--- src/rtl/opl3_host_bus_if.sv ---
// OPL3 host bus front end: turns four-port host writes (bank0/bank1 address
// and data) into paced single-cycle register-file write strobes. Data writes
// are queued in a FIFO so host bursts never stall, and are released no more
// often than once every MIN_WR_GAP clocks.

package opl3_host_bus_pkg;
   localparam int REG_FILE_DATA_WIDTH = 8;

   typedef struct packed {
      logic                           valid;
      logic                           bank;
      logic [7:0]                     addr;
      logic [REG_FILE_DATA_WIDTH-1:0] data;
   } opl3_reg_wr_t;
endpackage

module opl3_host_bus_if
   import opl3_host_bus_pkg::*;
#(
   parameter int FIFO_DEPTH = 16,
   parameter int MIN_WR_GAP = 4
) (
   input  logic                                clk,
   input  logic                                reset,
   input  logic                                host_wr,
   input  logic [1:0]                          host_addr,
   input  logic [REG_FILE_DATA_WIDTH-1:0]      host_din,
   output logic                                host_ready,
   output opl3_reg_wr_t                        opl3_reg_wr,
   output logic [$clog2(FIFO_DEPTH+1)-1:0]     fifo_level,
   output logic                                fifo_overflow
);

   localparam int LVL_W = $clog2(FIFO_DEPTH + 1);
   localparam int PTR_W = $clog2(FIFO_DEPTH);
   localparam int GAP_W = (MIN_WR_GAP > 1) ? $clog2(MIN_WR_GAP) : 1;
   localparam int ENT_W = 1 + 8 + REG_FILE_DATA_WIDTH;

   localparam logic [LVL_W-1:0] FULL_LVL   = LVL_W'(FIFO_DEPTH);
   localparam logic [GAP_W-1:0] GAP_RELOAD = GAP_W'(MIN_WR_GAP - 1);

   // Address latch: the last address written and the bank it was written to
   logic [7:0]       r_addr_latch;
   logic             r_bank_latch;

   // FIFO storage and bookkeeping; pointers wrap naturally since depth is 2^n
   logic [ENT_W-1:0] r_mem [FIFO_DEPTH];
   logic [PTR_W-1:0] r_wr_ptr;
   logic [PTR_W-1:0] r_rd_ptr;
   logic [LVL_W-1:0] r_level;
   logic             r_overflow;

   // Pacing counter and registered output strobe
   logic [GAP_W-1:0] r_gap_cnt;
   opl3_reg_wr_t     r_reg_wr;

   logic             w_full;
   logic             w_empty;
   logic             w_data_wr;
   logic             w_addr_wr;
   logic             w_push;
   logic             w_drop;
   logic             w_pop;

   // Fullness is judged on the pre-edge occupancy, so a same-cycle pop never
   // makes room for a push that arrives while full.
   assign w_full    = (r_level == FULL_LVL);
   assign w_empty   = (r_level == '0);
   assign w_data_wr = host_wr &  host_addr[0];
   assign w_addr_wr = host_wr & ~host_addr[0];
   assign w_push    = w_data_wr & ~w_full;
   assign w_drop    = w_data_wr &  w_full;
   assign w_pop     = ~w_empty & (r_gap_cnt == '0);

   assign host_ready    = ~w_full;
   assign opl3_reg_wr   = r_reg_wr;
   assign fifo_level    = r_level;
   assign fifo_overflow = r_overflow;

   // Capture address-port writes; the bank follows the port that was used
   always_ff @(posedge clk) begin
      if (reset) begin
         r_addr_latch <= '0;
         r_bank_latch <= 1'b0;
      end else if (w_addr_wr) begin
         r_addr_latch <= host_din;
         r_bank_latch <= host_addr[1];
      end
   end

   // Store accepted data writes tagged with the latch values from before this edge
   always_ff @(posedge clk) begin
      if (w_push) begin
         r_mem[r_wr_ptr] <= {r_bank_latch, r_addr_latch, host_din};
      end
   end

   // Track pointers, occupancy and the sticky drop flag
   always_ff @(posedge clk) begin
      if (reset) begin
         r_wr_ptr   <= '0;
         r_rd_ptr   <= '0;
         r_level    <= '0;
         r_overflow <= 1'b0;
      end else begin
         if (w_push) begin
            r_wr_ptr <= r_wr_ptr + 1'b1;
         end
         if (w_pop) begin
            r_rd_ptr <= r_rd_ptr + 1'b1;
         end
         case ({w_push, w_pop})
            2'b10:   r_level <= r_level + 1'b1;
            2'b01:   r_level <= r_level - 1'b1;
            default: r_level <= r_level;
         endcase
         if (w_drop) begin
            r_overflow <= 1'b1;
         end
      end
   end

   // Release the FIFO head as a one-cycle strobe, then hold off for the gap
   always_ff @(posedge clk) begin
      if (reset) begin
         r_reg_wr  <= '0;
         r_gap_cnt <= '0;
      end else if (w_pop) begin
         r_reg_wr  <= {1'b1, r_mem[r_rd_ptr]};
         r_gap_cnt <= GAP_RELOAD;
      end else begin
         r_reg_wr.valid <= 1'b0;
         if (r_gap_cnt != '0) begin
            r_gap_cnt <= r_gap_cnt - 1'b1;
         end
      end
   end

endmodule
--- config.mk ---
export PLATFORM = sky130hd
export DESIGN_NAME = opl3_host_bus_if
export DESIGN_NICKNAME = d
export VERILOG_FILES = /design/src/rtl/opl3_host_bus_if.sv
export SDC_FILE = /design/constraint.sdc
export NUM_CORES = 1
export LEC_CHECK = 0
export BUFFER_PORTS_ARGS = -buffer_cell sky130_fd_sc_hd__buf_4
export CORE_AREA = 4 4 162 164
export CTS_CLUSTER_SIZE = 28
export DETAILED_ROUTE_END_ITERATION = 10
export DIE_AREA = 0 0 166 168
export PLACE_DENSITY_LB_ADDON = 0.08
export SLEW_MARGIN = 20
export SYNTH_ARGS = -nofsm -noshare
export SYNTH_HDL_FRONTEND = slang
export SYNTH_SLANG_ARGS = --single-unit
export TNS_END_PERCENT = 5
--- constraint.sdc ---
create_clock -name clk -period 4.1 [get_ports clk]
set_input_delay 0.205 -clock clk [delete_from_list [all_inputs] [get_ports clk]]
set_output_delay 0.205 -clock clk [all_outputs]
set_load 0.02 [all_outputs]
# After elaboration in Yosys (flattened, before gate mapping)
# Memory sizes are Yosys's and may differ from the RTL's. A register that Yosys moved wholly into a read port is not among the register bits.
# Index checks and enable logic that the tools add are counted.
dict set report totals {
  ff_bits 26
  latch_bits 0
  ramBits 272
  mem_bits_ro 0
  input_bits 13
  n_memories 1
}
# memory words word_bits read_ports rd_clocked_by_memory_dff write_ports line_no
set memory_table {}
lappend memory_table {r_mem 16 17 1 1 1 47} ;# logic [ENT_W-1:0] r_mem [FIFO_DEPTH];
dict set report op_classes {
  add_sub_neg 5
  mul 0
  div 0
  order_cmp 0
  eq_ne 3
  n_shift 0
  muxes 6
  n_bitwise 8
  n_reduce_logical 5
}
# operator n
set op_table {}
lappend op_table {{$pmux W5 S2} 1}
lappend op_table {{$add A4 B1 Y4 const B} 2}
lappend op_table {{$reduce_bool A2 Y1} 3}
lappend op_table {{$add A5 B1 Y5 const B} 1}
lappend op_table {{$and A1 B1 Y1} 5}
lappend op_table {{$eq A5 B5 Y1 const B} 1}
lappend op_table {{$logic_not A5 Y1} 1}
lappend op_table {{$sub A5 B1 Y5 const B} 1}
lappend op_table {{$mux W2} 2}
lappend op_table {{$mux W1} 3}
lappend op_table {{$not A1 Y1} 3}
lappend op_table {{$eq A2 B1 Y1 const B} 1}
lappend op_table {{$eq A2 B2 Y1 const B} 1}
lappend op_table {{$logic_not A2 Y1} 1}
lappend op_table {{$sub A2 B1 Y2 const B} 1}

# Longest topological paths before layout
dict set report depth {
  ltp_word 5
  depth_mapped 13
  depth_no_buf 10
}

# Worst setup path after synthesis
# No wires, ideal clock.
dict set report synth_path {
  path_type {reg-to-reg}
  from {register r_level[4] (netlist: fifo_level[4])}
  to {register r_level[4] (netlist: fifo_level[4])}
  setup_ns 0.121
  t_arrival_ns 2.974
  t_required_ns 3.979
  setup_slack_ns 1.005
  path_stages_with_launch 14
  n_path_buf 4
  cell_sequence {dfxtp_1 clkbuf_1 inv_1 a21boi_1 buf_2 buf_2 ha_1 clkbuf_1 xor2_1 ha_1 a21oi_1 or3_1 a31oi_1 mux2_2}
}
dict set report synth_between {
  elab_chain_cells 5
}
# element line_no
set synth_rtl {}
lappend synth_rtl {{start, declared} 50} ;# logic [LVL_W-1:0] r_level;
lappend synth_rtl {{start signal, assigned} 113} ;# 2'b10: r_level <= r_level + 1'b1;
lappend synth_rtl {{start signal, assigned} 114} ;# 2'b01: r_level <= r_level - 1'b1;
lappend synth_rtl {{start signal, assigned} 115} ;# default: r_level <= r_level;
lappend synth_rtl {{$logic_not A5 Y1 (*)} 68} ;# assign w_empty = (r_level == '0);
lappend synth_rtl {{$not A1 Y1 (*)} 73} ;# assign w_pop = ~w_empty & (r_gap_cnt == '0);
lappend synth_rtl {{$and A1 B1 Y1 (*)} 73}
lappend synth_rtl {{named net w_pop} 63} ;# logic w_pop;
lappend synth_rtl {{$eq A2 B1 Y1 / $eq A2 B2 Y1 (equally long branches)} 112} ;# case ({w_push, w_pop})
lappend synth_rtl {{$pmux W5 S2 / $reduce_bool A2 Y1 (equally long branches)} --}
# Mark *: on every way through the listed nets, which the timed path passes. The rest lies on a longest branch.
# A chain may end at the register's enable or synchronous reset.

# Worst setup path in the final report
dict set report layout_path {
  from {register r_level[0] (netlist: fifo_level[0])}
  to {register r_level[4] (netlist: fifo_level[4])}
}
dict set report layout_between {
  elab_chain_cells 5
}
# element line_no
set layout_rtl {}
lappend layout_rtl {{$eq A5 B5 Y1 / $logic_not A5 Y1 (equally long branches)} {67, 68}}
lappend layout_rtl {{$not A1 Y1, on equally long branches} {71, 73}}
lappend layout_rtl {{$and A1 B1 Y1, on equally long branches} {71, 73}}
lappend layout_rtl {{$eq A2 B1 Y1 / $eq A2 B2 Y1 (equally long branches)} 112}
lappend layout_rtl {{$pmux W5 S2 / $reduce_bool A2 Y1 (equally long branches)} --}
# Parallel ways exist; a longest one is shown, timed or not.

==> impl_metrics.env <==
export IMPL_ant_nets=0
export IMPL_ys_types=41
export IMPL_grt_pass1_vias=6599
export IMPL_grt_met3_usage_pct=3.43
export IMPL_drive_above_1_share_pct=14.6
export IMPL_ys_seq_area_share_pct=73.9
export IMPL_async_flop_share_pct=0
export IMPL_clock_latency_ps=550
export IMPL_fmax_mhz=299
export IMPL_synth_edf_count=272
export IMPL_drtIter0Drc=455
export IMPL_num_rows=58
export IMPL_grt_first_pass_wirelength_um=40400
export IMPL_drc=0
export IMPL_rr_worst_depth=10
export IMPL_antenna_cells=0
export IMPL_cp_start_kind="flip-flop"
export IMPL_setup_viol=0
export IMPL_fin_crit_sh_pct=81.6
export IMPL_grt_usage_pct=19.0
export IMPL_p_leak_nw=4.35
export IMPL_synth_nets=782
export IMPL_crit_slowest_cell="nor4_4"
export IMPL_die_w_um=166
export IMPL_routabilityCongestion=0.804
export IMPL_fin_setup_tns_ps=0
export IMPL_clock_sinks=315
export IMPL_dpl_hpwl_um=16400
export IMPL_maxCapViolations=0
export IMPL_r2r_setup_slack_ps=750
export IMPL_hold_class="primary input to flip-flop"
export IMPL_finClkSkew_ps=10.9
export IMPL_synth_area_leaders="edfxtp_1, mux2i_1, dfxtp_1"
export IMPL_ys_ff_latch=315
export IMPL_met2_usage_pct=31.8
export IMPL_cts_root_buf="clkbuf_16"
export IMPL_use_met1_pct=26.7
export IMPL_synth_main_ff_cell="edfxtp_1"
export IMPL_io_buffers=37
export IMPL_worstPathArrival_ps=3780
export IMPL_numCtsBuffers=31
export IMPL_vias_per_cell=5.68
export IMPL_area_growth_pct=13.8
export IMPL_slew_violations=0
export IMPL_worst_setup_path_end_kind="flip-flop"
export IMPL_status="finished, final reports clean"
export IMPL_yosys_warnings=0
export IMPL_io_pins=38
export IMPL_cts_tree="built"
export IMPL_hold_path_end="r_mem[9][3]$_DFFE_PP_"
export IMPL_nNetsFinal=821
export IMPL_num_vias=6559
export IMPL_wl_um=27000
export IMPL_die_area_sq_um=27900
export IMPL_powerDensity_nw_per_um2=544
export IMPL_maxSlewHeadroom_pct=28.0
export IMPL_crit_chain="nor4_4 -> a21oi_1 -> inv_1 -> ha_1 -> xor2_1 -> ha_1 -> a21oi_1 -> or3_1 -> a31oi_1 -> mux2_2"
export IMPL_crit_fanout=9
export IMPL_finalHoldViolations=0
export IMPL_postSynthAreaPerCell_sq_um=16.1
export IMPL_start_util_pct=49.1
export IMPL_rsz0062_at_grt="false"
export IMPL_holdWs_ps=24.2
export IMPL_netlist_area_leader_share_pct=66.8
export IMPL_synth_top_cell_by_area="edfxtp_1"
export IMPL_grt_start_max_net_pins=59
export IMPL_criticalPathCategory="flip-flop to flip-flop"
export IMPL_r2r_start="fifo_level[0]$_SDFFE_PP0P_"
export IMPL_worstMarginPinSlew_ps=1080
export IMPL_ir_worst_vdd_mv=0.412
export IMPL_final_common_cell="edfxtp_1"
export IMPL_netlist_area_sq_um=12200
export IMPL_final_core_util_pct=55.9
export IMPL_cp_required_ps=4540
export IMPL_firstDrtPassIters=4
export IMPL_final_cell_mix="edfxtp_1, mux2i_1, o22ai_1, buf_4, dfxtp_1"
export IMPL_cts_max_level=1
export IMPL_cts_buffer_depth=3
export IMPL_overflow=0
export IMPL_wire_per_inst_um=23.4
export IMPL_netlist_instances=760
export IMPL_worstReg2RegEnd="fifo_level[4]$_SDFFE_PP0P_"
export IMPL_antenna_found_initial=0
export IMPL_core_area_sq_um=24900
export IMPL_finalCriticalPeriod_ps=3350
export IMPL_busiest_layer="met2"
export IMPL_crit_path_max_incr_delay_ps=530
export IMPL_die_y_um=168
export IMPL_clkTransAtPathRegs_ps=60
export IMPL_postCtsSetupBuffers=0
export IMPL_worstHoldStart="host_din[3]"
export IMPL_min_path_cells=1
stage by stage:
stage,worst slack [ps],total power [mW],area [sq um],std cells
after floorplan,1010,4.50,12200,760
after global placement,1000,4.85,12800,1090
after detailed placement,796,4.88,12800,1090
after CTS,775,7.62,13900,1154
after global routing,528,7.87,13900,1154
final,754,7.57,13900,1154
power by group:
| group | internal (mW) | switching, mW |
|---|---|---|
| clock | 1.61 | 1.13 |
| combinational | 0.410 | 0.690 |
| sequential | 3.60 | 0.128 |
| total | 5.62 | 1.95 |
layout make-up:
cell class	instances	area, sq um
clock buffer	39	826
clock inverter	19	171
fill	1948	11000
inverter	6	22.5
multi-input combinational	390	2990
sequential	315	9030
tap	330	413
timing repair buffer	55	453
routing by layer:
metal / vias up / part of all wire, % / routed length (um)
li1: 3042 / - / -
met1: 3316 / 44 / 11900
met2: 164 / 49 / 13100
met3: 37 / 5.7 / 1540
met4: 0 / 1.4 / 382
met5: - / 0 / 0
cell families (layout without fill, tap and decap cells):
kind of cell	Yosys count	count (layout)	synth area share, %
multiplexers	142	142	11.6
AO/OA/AOI/OAI	112	112	5.90
adder cells (fa/ha/maj)	9	9	0.921
flip-flops	315	315	73.9
buffers and inverters	55	119	2.27
AND/OR/NAND/NOR	118	118	4.76
XOR/XNOR	9	9	0.645
registers in the layout (all words and copies together), names as in the netlist:
name / cells
fifo_level: 5
fifo_overflow: 1
opl3_reg_wr: 18
r_addr_latch: 8
r_bank_latch: 1
r_gap_cnt: 2
r_mem: 272
r_rd_ptr: 4
r_wr_ptr: 4
how the worst max path moves through the flow:
| stage | end | cells past startpoint | startpoint | slack [ps] |
|---|---|---|---|---|
| 6_report | fifo_level[4]$_SDFFE_PP0P_ | 10 | fifo_level[0]$_SDFFE_PP0P_ | 750 |
| 5_1_grt | fifo_level[4]$_SDFFE_PP0P_ | 10 | fifo_level[2]$_SDFFE_PP0P_ | 530 |
| 4_1_cts | fifo_level[4]$_SDFFE_PP0P_ | 10 | fifo_level[0]$_SDFFE_PP0P_ | 770 |
| 3_5_place_dp | fifo_level[4]$_SDFFE_PP0P_ | 10 | fifo_level[0]$_SDFFE_PP0P_ | 800 |
| 3_3_place_gp | fifo_level[4]$_SDFFE_PP0P_ | 10 | fifo_level[0]$_SDFFE_PP0P_ | 1000 |
| 2_1_floorplan | fifo_level[4]$_SDFFE_PP0P_ | 13 | fifo_level[4]$_SDFFE_PP0P_ | 1010 |
repair_timing:
item	in CTS	in global routing
endpoints found under the hold margin	84	0
resized for setup	0	0
hold buffers	6	0
critical path: cells and delay by family, from the launching register on:
kind	cells	cell delay [ps]
AO/OA/AOI/OAI	3	620
XOR/XNOR	1	230
AND/OR/NAND/NOR	2	920
flip-flops	1	400
buffers and inverters	1	160
adder cells (fa/ha/maj)	2	540
multiplexers	1	370
Yosys cell counts (2+ instances only):
master    number
nor3_1         4
dfxtp_1       43
a211oi_1      19
a21oi_1       13
xnor2_1        3
clkbuf_1      17
nand3_1        3
nor4_1        17
o21ai_0        2
nor2_1        46
buf_6          4
edfxtp_1     272
a31oi_1        2
buf_2         23
or3b_1         3
o211ai_1       2
buf_4          3
o22ai_1       69
nor2b_1        5
inv_1          6
xor2_1         6
mux2i_1      140
nand2_1       25
nand3b_1       3
ha_1           9
or3_1          3
nand2b_1       3
mux2_2         2
Power figures use the tool's default switching activity.
